===== config.mk =====
export PLATFORM = sky130hd
export DESIGN_NAME = rgu_rst_req_ctrl
export DESIGN_NICKNAME = d
export VERILOG_FILES = /design/src/rtl/rgu_pkg.sv /design/src/rtl/rgu_pulse_stretch.sv /design/src/rtl/rgu_rst_req_ctrl.sv
export SDC_FILE = /design/constraint.sdc
export NUM_CORES = 1
export LEC_CHECK = 0
export ABC_AREA = 1
export BUFFER_PORTS_ARGS = -buffer_cell sky130_fd_sc_hd__buf_4
export CORE_AREA = 2 2 96 98
export DETAILED_ROUTE_END_ITERATION = 6
export DIE_AREA = 0 0 98 100
export PLACE_DENSITY = 0.61
export SLEW_MARGIN = 10
export SYNTH_ARGS = -nofsm -noshare
export SYNTH_HDL_FRONTEND = slang
export SYNTH_SLANG_ARGS = --single-unit
export TNS_END_PERCENT = 100

===== constraint.sdc =====
create_clock -name clk_i -period 2.4 [get_ports clk_i]
set_clock_uncertainty 0.1 [all_clocks]
set_input_delay 0.24 -clock clk_i [delete_from_list [all_inputs] [get_ports clk_i]]
set_output_delay 0.24 -clock clk_i [all_outputs]
set_load 0.01 [all_outputs]

===== src/rtl/rgu_pkg.sv =====
// -----------------------------------------------------------------------------
// rgu_pkg
// Shared types and defaults for the reset-request front end (rgu_rst_req_ctrl)
// and its per-module pulse stretcher.
//   - reset_num_main : number of main reset domains in this chip
//   - RST_NUM_DEF    : default width of the per-module request vectors
//   - SW_RST_KEY_DEF : key that must accompany a software reset write
//   - rst_cause_e    : sticky reset cause encoding
//   - glb_state_e    : global request FSM states
// -----------------------------------------------------------------------------
package rgu_pkg;

    localparam int unsigned reset_num_main = 13;
    localparam int unsigned RST_NUM_DEF    = reset_num_main;

    localparam logic [15:0] SW_RST_KEY_DEF = 16'h5A5A;

    typedef enum logic [1:0] {
        CAUSE_POR = 2'b00,
        CAUSE_WDT = 2'b01,
        CAUSE_SW  = 2'b10
    } rst_cause_e;

    typedef enum logic [1:0] {
        ST_IDLE,
        ST_SW_HOLD,
        ST_WDT_HOLD,
        ST_QUIET
    } glb_state_e;

endpackage : rgu_pkg


===== src/rtl/rgu_pulse_stretch.sv =====
// -----------------------------------------------------------------------------
// rgu_pulse_stretch
// Turns a one-cycle soft-reset strobe into a request level of CNT cycles.
// A retrigger while active reloads the counter and so extends the pulse.
// flush_i forces the counter to zero and discards any trigger in that cycle.
//
// Ports:
//   clk_i    in   system clock
//   rst_n_i  in   asynchronous active-low reset
//   trig_i   in   one-cycle trigger strobe
//   en_i     in   trigger enable; 0 discards the trigger
//   flush_i  in   clear counter, ignore trigger
//   req_o    out  stretched request, high while the counter is non-zero
// -----------------------------------------------------------------------------
module rgu_pulse_stretch #(
    parameter int unsigned CNT = 8
) (
    input  logic clk_i,
    input  logic rst_n_i,
    input  logic trig_i,
    input  logic en_i,
    input  logic flush_i,
    output logic req_o
);

    localparam int unsigned     CW   = $clog2(CNT + 1);
    localparam logic [CW-1:0]   LOAD = CW'(CNT);

    logic [CW-1:0] cnt_q;

    // NOTE: state is updated with non-blocking assignments so every flop
    // samples the pre-edge values, independent of block evaluation order.
    always_ff @(posedge clk_i or negedge rst_n_i) begin
        if (!rst_n_i) begin
            cnt_q <= '0;
        end else if (flush_i) begin
            cnt_q <= '0;
        end else if (trig_i && en_i) begin
            cnt_q <= LOAD;
        end else if (cnt_q != '0) begin
            cnt_q <= cnt_q - CW'(1);
        end
    end

    // Counter is a flop, so the request rises one cycle after the trigger.
    assign req_o = (cnt_q != '0);

endmodule : rgu_pulse_stretch


===== src/rtl/rgu_rst_req_ctrl.sv =====
// -----------------------------------------------------------------------------
// rgu_rst_req_ctrl
// Reset-request front end ahead of the main reset generation unit. Qualifies
// keyed software reset writes, the watchdog bite and per-module soft-reset
// strobes, and turns them into clean stretched request levels. A sticky cause
// register survives the resets requested here since it only sees rst_n_i.
//
// Ports:
//   clk_i           in   system clock
//   rst_n_i         in   asynchronous active-low reset (synchronised POR)
//   sw_rst_trig_i   in   one-cycle software global reset strobe
//   sw_rst_key_i    in   [15:0] key written with the software trigger
//   wdt_rst_i       in   watchdog bite, pulse or level
//   mod_rst_trig_i  in   [RST_NUM-1:0] per-module soft-reset strobes
//   mod_rst_en_i    in   [RST_NUM-1:0] per-module trigger enables
//   cause_clr_i     in   one-cycle strobe clearing the cause to POR
//   sw_rst_req_o    out  stretched software global reset request
//   wdt_rst_req_o   out  stretched watchdog global reset request
//   mod_rst_req_o   out  [RST_NUM-1:0] stretched per-module requests
//   rst_cause_o     out  [1:0] sticky cause: 00 POR, 01 WDT, 10 SW
//   glb_busy_o      out  high whenever the global FSM is not idle
// -----------------------------------------------------------------------------
module rgu_rst_req_ctrl
    import rgu_pkg::*;
#(
    parameter int unsigned RST_NUM       = RST_NUM_DEF,
    parameter logic [15:0] SW_RST_KEY    = SW_RST_KEY_DEF,
    parameter int unsigned GLB_PULSE_CNT = 16,
    parameter int unsigned QUIET_CNT     = 32,
    parameter int unsigned MOD_PULSE_CNT = 8
) (
    input  logic               clk_i,
    input  logic               rst_n_i,
    input  logic               sw_rst_trig_i,
    input  logic [15:0]        sw_rst_key_i,
    input  logic               wdt_rst_i,
    input  logic [RST_NUM-1:0] mod_rst_trig_i,
    input  logic [RST_NUM-1:0] mod_rst_en_i,
    input  logic               cause_clr_i,
    output logic               sw_rst_req_o,
    output logic               wdt_rst_req_o,
    output logic [RST_NUM-1:0] mod_rst_req_o,
    output logic [1:0]         rst_cause_o,
    output logic               glb_busy_o
);

    // Both global counts are limited to 1..255, so one 8-bit counter serves
    // the hold phase and the quiet phase. Loads are count-1 because the
    // terminal cycle is the one where the counter reads zero.
    localparam int unsigned         GLB_CW     = 8;
    localparam logic [GLB_CW-1:0]   HOLD_LOAD  = GLB_CW'(GLB_PULSE_CNT - 1);
    localparam logic [GLB_CW-1:0]   QUIET_LOAD = GLB_CW'(QUIET_CNT - 1);

    glb_state_e        state_q;
    logic [GLB_CW-1:0] glb_cnt_q;
    rst_cause_e        cause_q;

    logic in_idle;
    logic glb_hold;
    logic wdt_accept;
    logic sw_accept;

    assign in_idle  = (state_q == ST_IDLE);
    assign glb_hold = (state_q == ST_SW_HOLD) || (state_q == ST_WDT_HOLD);

    // Watchdog has priority; a valid SW trigger in the same cycle is lost.
    assign wdt_accept = in_idle && wdt_rst_i;
    assign sw_accept  = in_idle && !wdt_rst_i && sw_rst_trig_i
                        && (sw_rst_key_i == SW_RST_KEY);

    // Global FSM. Request and busy outputs are registered alongside the
    // state so they change in the same cycle as the state they reflect.
    always_ff @(posedge clk_i or negedge rst_n_i) begin
        if (!rst_n_i) begin
            state_q       <= ST_IDLE;
            glb_cnt_q     <= '0;
            sw_rst_req_o  <= 1'b0;
            wdt_rst_req_o <= 1'b0;
            glb_busy_o    <= 1'b0;
        end else begin
            case (state_q)
                ST_IDLE: begin
                    if (wdt_accept) begin
                        state_q       <= ST_WDT_HOLD;
                        glb_cnt_q     <= HOLD_LOAD;
                        wdt_rst_req_o <= 1'b1;
                        glb_busy_o    <= 1'b1;
                    end else if (sw_accept) begin
                        state_q      <= ST_SW_HOLD;
                        glb_cnt_q    <= HOLD_LOAD;
                        sw_rst_req_o <= 1'b1;
                        glb_busy_o   <= 1'b1;
                    end
                end

                ST_SW_HOLD, ST_WDT_HOLD: begin
                    if (glb_cnt_q == '0) begin
                        state_q       <= ST_QUIET;
                        glb_cnt_q     <= QUIET_LOAD;
                        sw_rst_req_o  <= 1'b0;
                        wdt_rst_req_o <= 1'b0;
                    end else begin
                        glb_cnt_q <= glb_cnt_q - GLB_CW'(1);
                    end
                end

                ST_QUIET: begin
                    if (glb_cnt_q == '0) begin
                        state_q    <= ST_IDLE;
                        glb_busy_o <= 1'b0;
                    end else begin
                        glb_cnt_q <= glb_cnt_q - GLB_CW'(1);
                    end
                end

                default: begin
                    state_q       <= ST_IDLE;
                    glb_cnt_q     <= '0;
                    sw_rst_req_o  <= 1'b0;
                    wdt_rst_req_o <= 1'b0;
                    glb_busy_o    <= 1'b0;
                end
            endcase
        end
    end

    // Sticky cause: an acceptance beats a simultaneous clear strobe.
    always_ff @(posedge clk_i or negedge rst_n_i) begin
        if (!rst_n_i) begin
            cause_q <= CAUSE_POR;
        end else if (wdt_accept) begin
            cause_q <= CAUSE_WDT;
        end else if (sw_accept) begin
            cause_q <= CAUSE_SW;
        end else if (cause_clr_i) begin
            cause_q <= CAUSE_POR;
        end
    end

    assign rst_cause_o = cause_q;

    // Per-module stretchers are flushed while a global reset is held, since
    // the global reset already covers every module.
    for (genvar i = 0; i < RST_NUM; i++) begin : g_mod
        rgu_pulse_stretch #(
            .CNT (MOD_PULSE_CNT)
        ) u_stretch (
            .clk_i   (clk_i),
            .rst_n_i (rst_n_i),
            .trig_i  (mod_rst_trig_i[i]),
            .en_i    (mod_rst_en_i[i]),
            .flush_i (glb_hold),
            .req_o   (mod_rst_req_o[i])
        );
    end

endmodule : rgu_rst_req_ctrl


==> reports/metrics.yaml <==
status: "finished, final reports clean"
hp-class: "input pin to flip-flop"
portBuffers: 64
gp_congestion: 0.811
synth.avg_cell_area_sq_um: 7.94
post-cts-setup-buffers: 0
r2r-end: "g_mod[4].u_stretch.cnt_q[0]"
yosys.area.top_type: "dfrtp_1"
synth_xor_area_share_pct: 5.88
cts_buffers: 9
ys_warn_count: 0
fin_util_pct: 52.6
period_minus_slack_ps: 1900
max_stage_delay_ps: 450
antenna_found_initial: 0
syn_to_final_growth_pct: 20.7
num_antenna_cells: 0
r2r_setup_slack_ps: 500
synth_area_leaders: "dfrtp_1 (43%), inv_1 (9.9%), nand2_1 (8.5%)"
drive_above_1_share_pct: 17.4
synthTopCellsByCount: "inv_1 (102), nand2_1 (88), dfrtp_1 (67)"
layout.nets: 616
synth_compound_area_share_pct: 9.85
drt_wl_total_um: 7600
timing.max_cap.violations: 0
synthFlopType: "dfrtp_1"
core-area_sq_um: 8890
slew_violations: 0
fp.dieW_um: 98
p_leak_nw: 2.46
fin_ws_ps: 500
ys_ff_latch: 67
cp-end-kind: "flip-flop"
crit_top_cell: "buf_4"
r2r_start: "state_q[0]"
crit_path_start: "state_q[0]"
worstMarginPinSlew_ps: 833
max_freq_mhz: 526
layout.area.seq_sq_um: 1680
die_h_um: 100
drt_iter0_drc: 117
p_total_w: 0.00647
final_hold_viol_count: 0
h-tree-depth: 3
ant_nets: 0
wl_met3_um: 342
critical_path.slowest_cell: "ha_1"
critPathKind: "flip-flop to flip-flop"
clk-insertion-delay-late_ps: 350
yosys.area_share.simple_pct: 21.7
dp_hpwl_um: 5670
setup-violations-final: 0
routed.top_layer: "met4"
synth_top_cell_area_share_pct: 43.3
synth.net_count: 553
tns_ps: 0
critPathTopFamily: "buffers and inverters"
fillers: 856
drt_first_pass_iters: 4
clk_pin_slew_ps: 80
critPathLaunchType: "flip-flop"
synth_cell_types: 29
grt_pass1_wl_um: 13500
cp.arrival_ps: 2020
cp_num_buf_inv: 4
async_flop_share_pct: 100
clock_sinks: 67
die-area_sq_um: 9800
synth-seq-area-share_pct: 43.3
peakVddDrop_mv: 0.603
io_pins: 65
wl_per_cell_um: 11.4
grt_max_degree: 68
clock_tree.buffer_depth: 2
synth_top_family_by_area: "simple AND/OR/NAND/NOR gates"
synth_edf_count: 0
met2_length_um: 3500
cts.root.buffer_cell: "clkbuf_8"
synth_most_common_cell: "inv_1"
wl_met1_um: 3630
synth_fa_ha_area_share_pct: 5.82
netlist_area_sq_um: 3870
vias_per_cell: 4.80
dpl_worst_slack_ps: 504
drc: 0
start_util_pct: 43.6
worstRegToRegCells: 7
track_usage_pct: 16.7
required_ps: 2520
cts_tree: "done"
finalCritPeriodShare_pct: 79.2
synth_mux_area_share_pct: 0
relSlewSlack_pct: 44.4
vias: 3203
grt_pass1_vias: 3175
synthCells: 488
path_cells: "inv_1 -> ha_1 -> buf_4 -> clkinv_1 -> buf_4 -> nand3_1 -> o21ai_0"
rsz0062_at_grt: "false"
num_rows: 35
worstSetupPathDepth: 7
worstSetupEndpoint: "g_mod[4].u_stretch.cnt_q[0]"
gr-total-overflow: 0
powerDensity_nw_per_um2: 1380
multi_input_area_sq_um: 1680
cp_max_fo: 13
[routing by layer]
layer	global-route usage, %	vias up
li1	-	1663
met1	21.6	1461
met2	27.8	67
met3	3.13	12
met4	6.41	0
met5	0	-
[sequential cells by signal, indices dropped and copies added, names as in the netlist]
register and count:
wdt_rst_req_o 1, glb_busy_o 1, rst_cause_o 2, glb_cnt_q 8
sw_rst_req_o 1, g_mod.u_stretch.cnt_q 52, state_q 2
[worst min path at each step]
stage / endpoint / depth (start not counted) / start / slack (ps)
2_1_floorplan: g_mod[0].u_stretch.cnt_q[0] / 0 / rst_n_i / -160
3_3_place_gp: g_mod[9].u_stretch.cnt_q[0] / 1 / rst_n_i / 320
3_5_place_dp: g_mod[9].u_stretch.cnt_q[0] / 1 / rst_n_i / 310
4_1_cts: rst_cause_o[0] / 3 / cause_clr_i / 70
5_1_grt: rst_cause_o[0] / 3 / cause_clr_i / 80
6_report: rst_cause_o[0] / 3 / cause_clr_i / 90
[where the power goes]
part           switching [W]  internal [W]
Sequential          0.000298       0.00158
Combinational        0.00197       0.00142
Clock               0.000447      0.000753
Total                0.00271       0.00376
[cells by family (layout without fill, tap and decap cells)]
kind of cell,Yosys count,in the layout
DFF,67,67
buffers and inverters,123,191
AOI/OAI and AO/OA,61,61
and+or+nand+nor,193,193
adders and majority gates,18,18
xor gates and xnor gates,26,26
[what timing repair did]
item | 4_1_cts | 5_1_grt
endpoints found under the hold margin | 67 | 0
hold buffers | 1 | 0
gates resized for setup | 0 | 0
[layout make-up]
type | count | area share (%)
Clock buffer | 11 | 3.24
Tap cell | 111 | 2.97
Sequential cell | 67 | 35.9
Timing Repair Buffer | 71 | 11.5
Clock inverter | 5 | 2.30
Inverter | 104 | 8.35
Multi-Input combinational cell | 298 | 35.8
[stage by stage]
stage          instances  hold WS, ps  area [sq um]
4_1_cts              667         73.1          4680
6_report             667         86.4          4680
2_1_floorplan        488         -156          3870
5_1_grt              667         75.6          4680
3_5_place_dp         650          309          4410
3_3_place_gp         650          321          4410
[cells in the final DEF, fill, tap and decap left out, types with 3 or more instances in the layout]
master,instances
xnor2_1,13
xor2_1,13
nor2_1,42
a21oi_1,3
o22ai_1,14
o21ai_1,3
o21ai_2,4
nor4_1,3
dfrtp_1,67
nand4_1,6
nand2_1,88
clkbuf_8,11
nand3_1,21
inv_1,102
buf_4,70
ha_1,18
nor3_1,27
o211ai_1,14
bufinv_16,3
o21ai_0,20
[worst register-to-register path, cell delays in order, from the launching register on]
cell	delay, ps
dfrtp_1	400
inv_1	80
ha_1	450
buf_4	230
clkinv_1	80
buf_4	190
nand3_1	150
o21ai_0	100
Note: power is estimated with default switching activity, not from simulation.
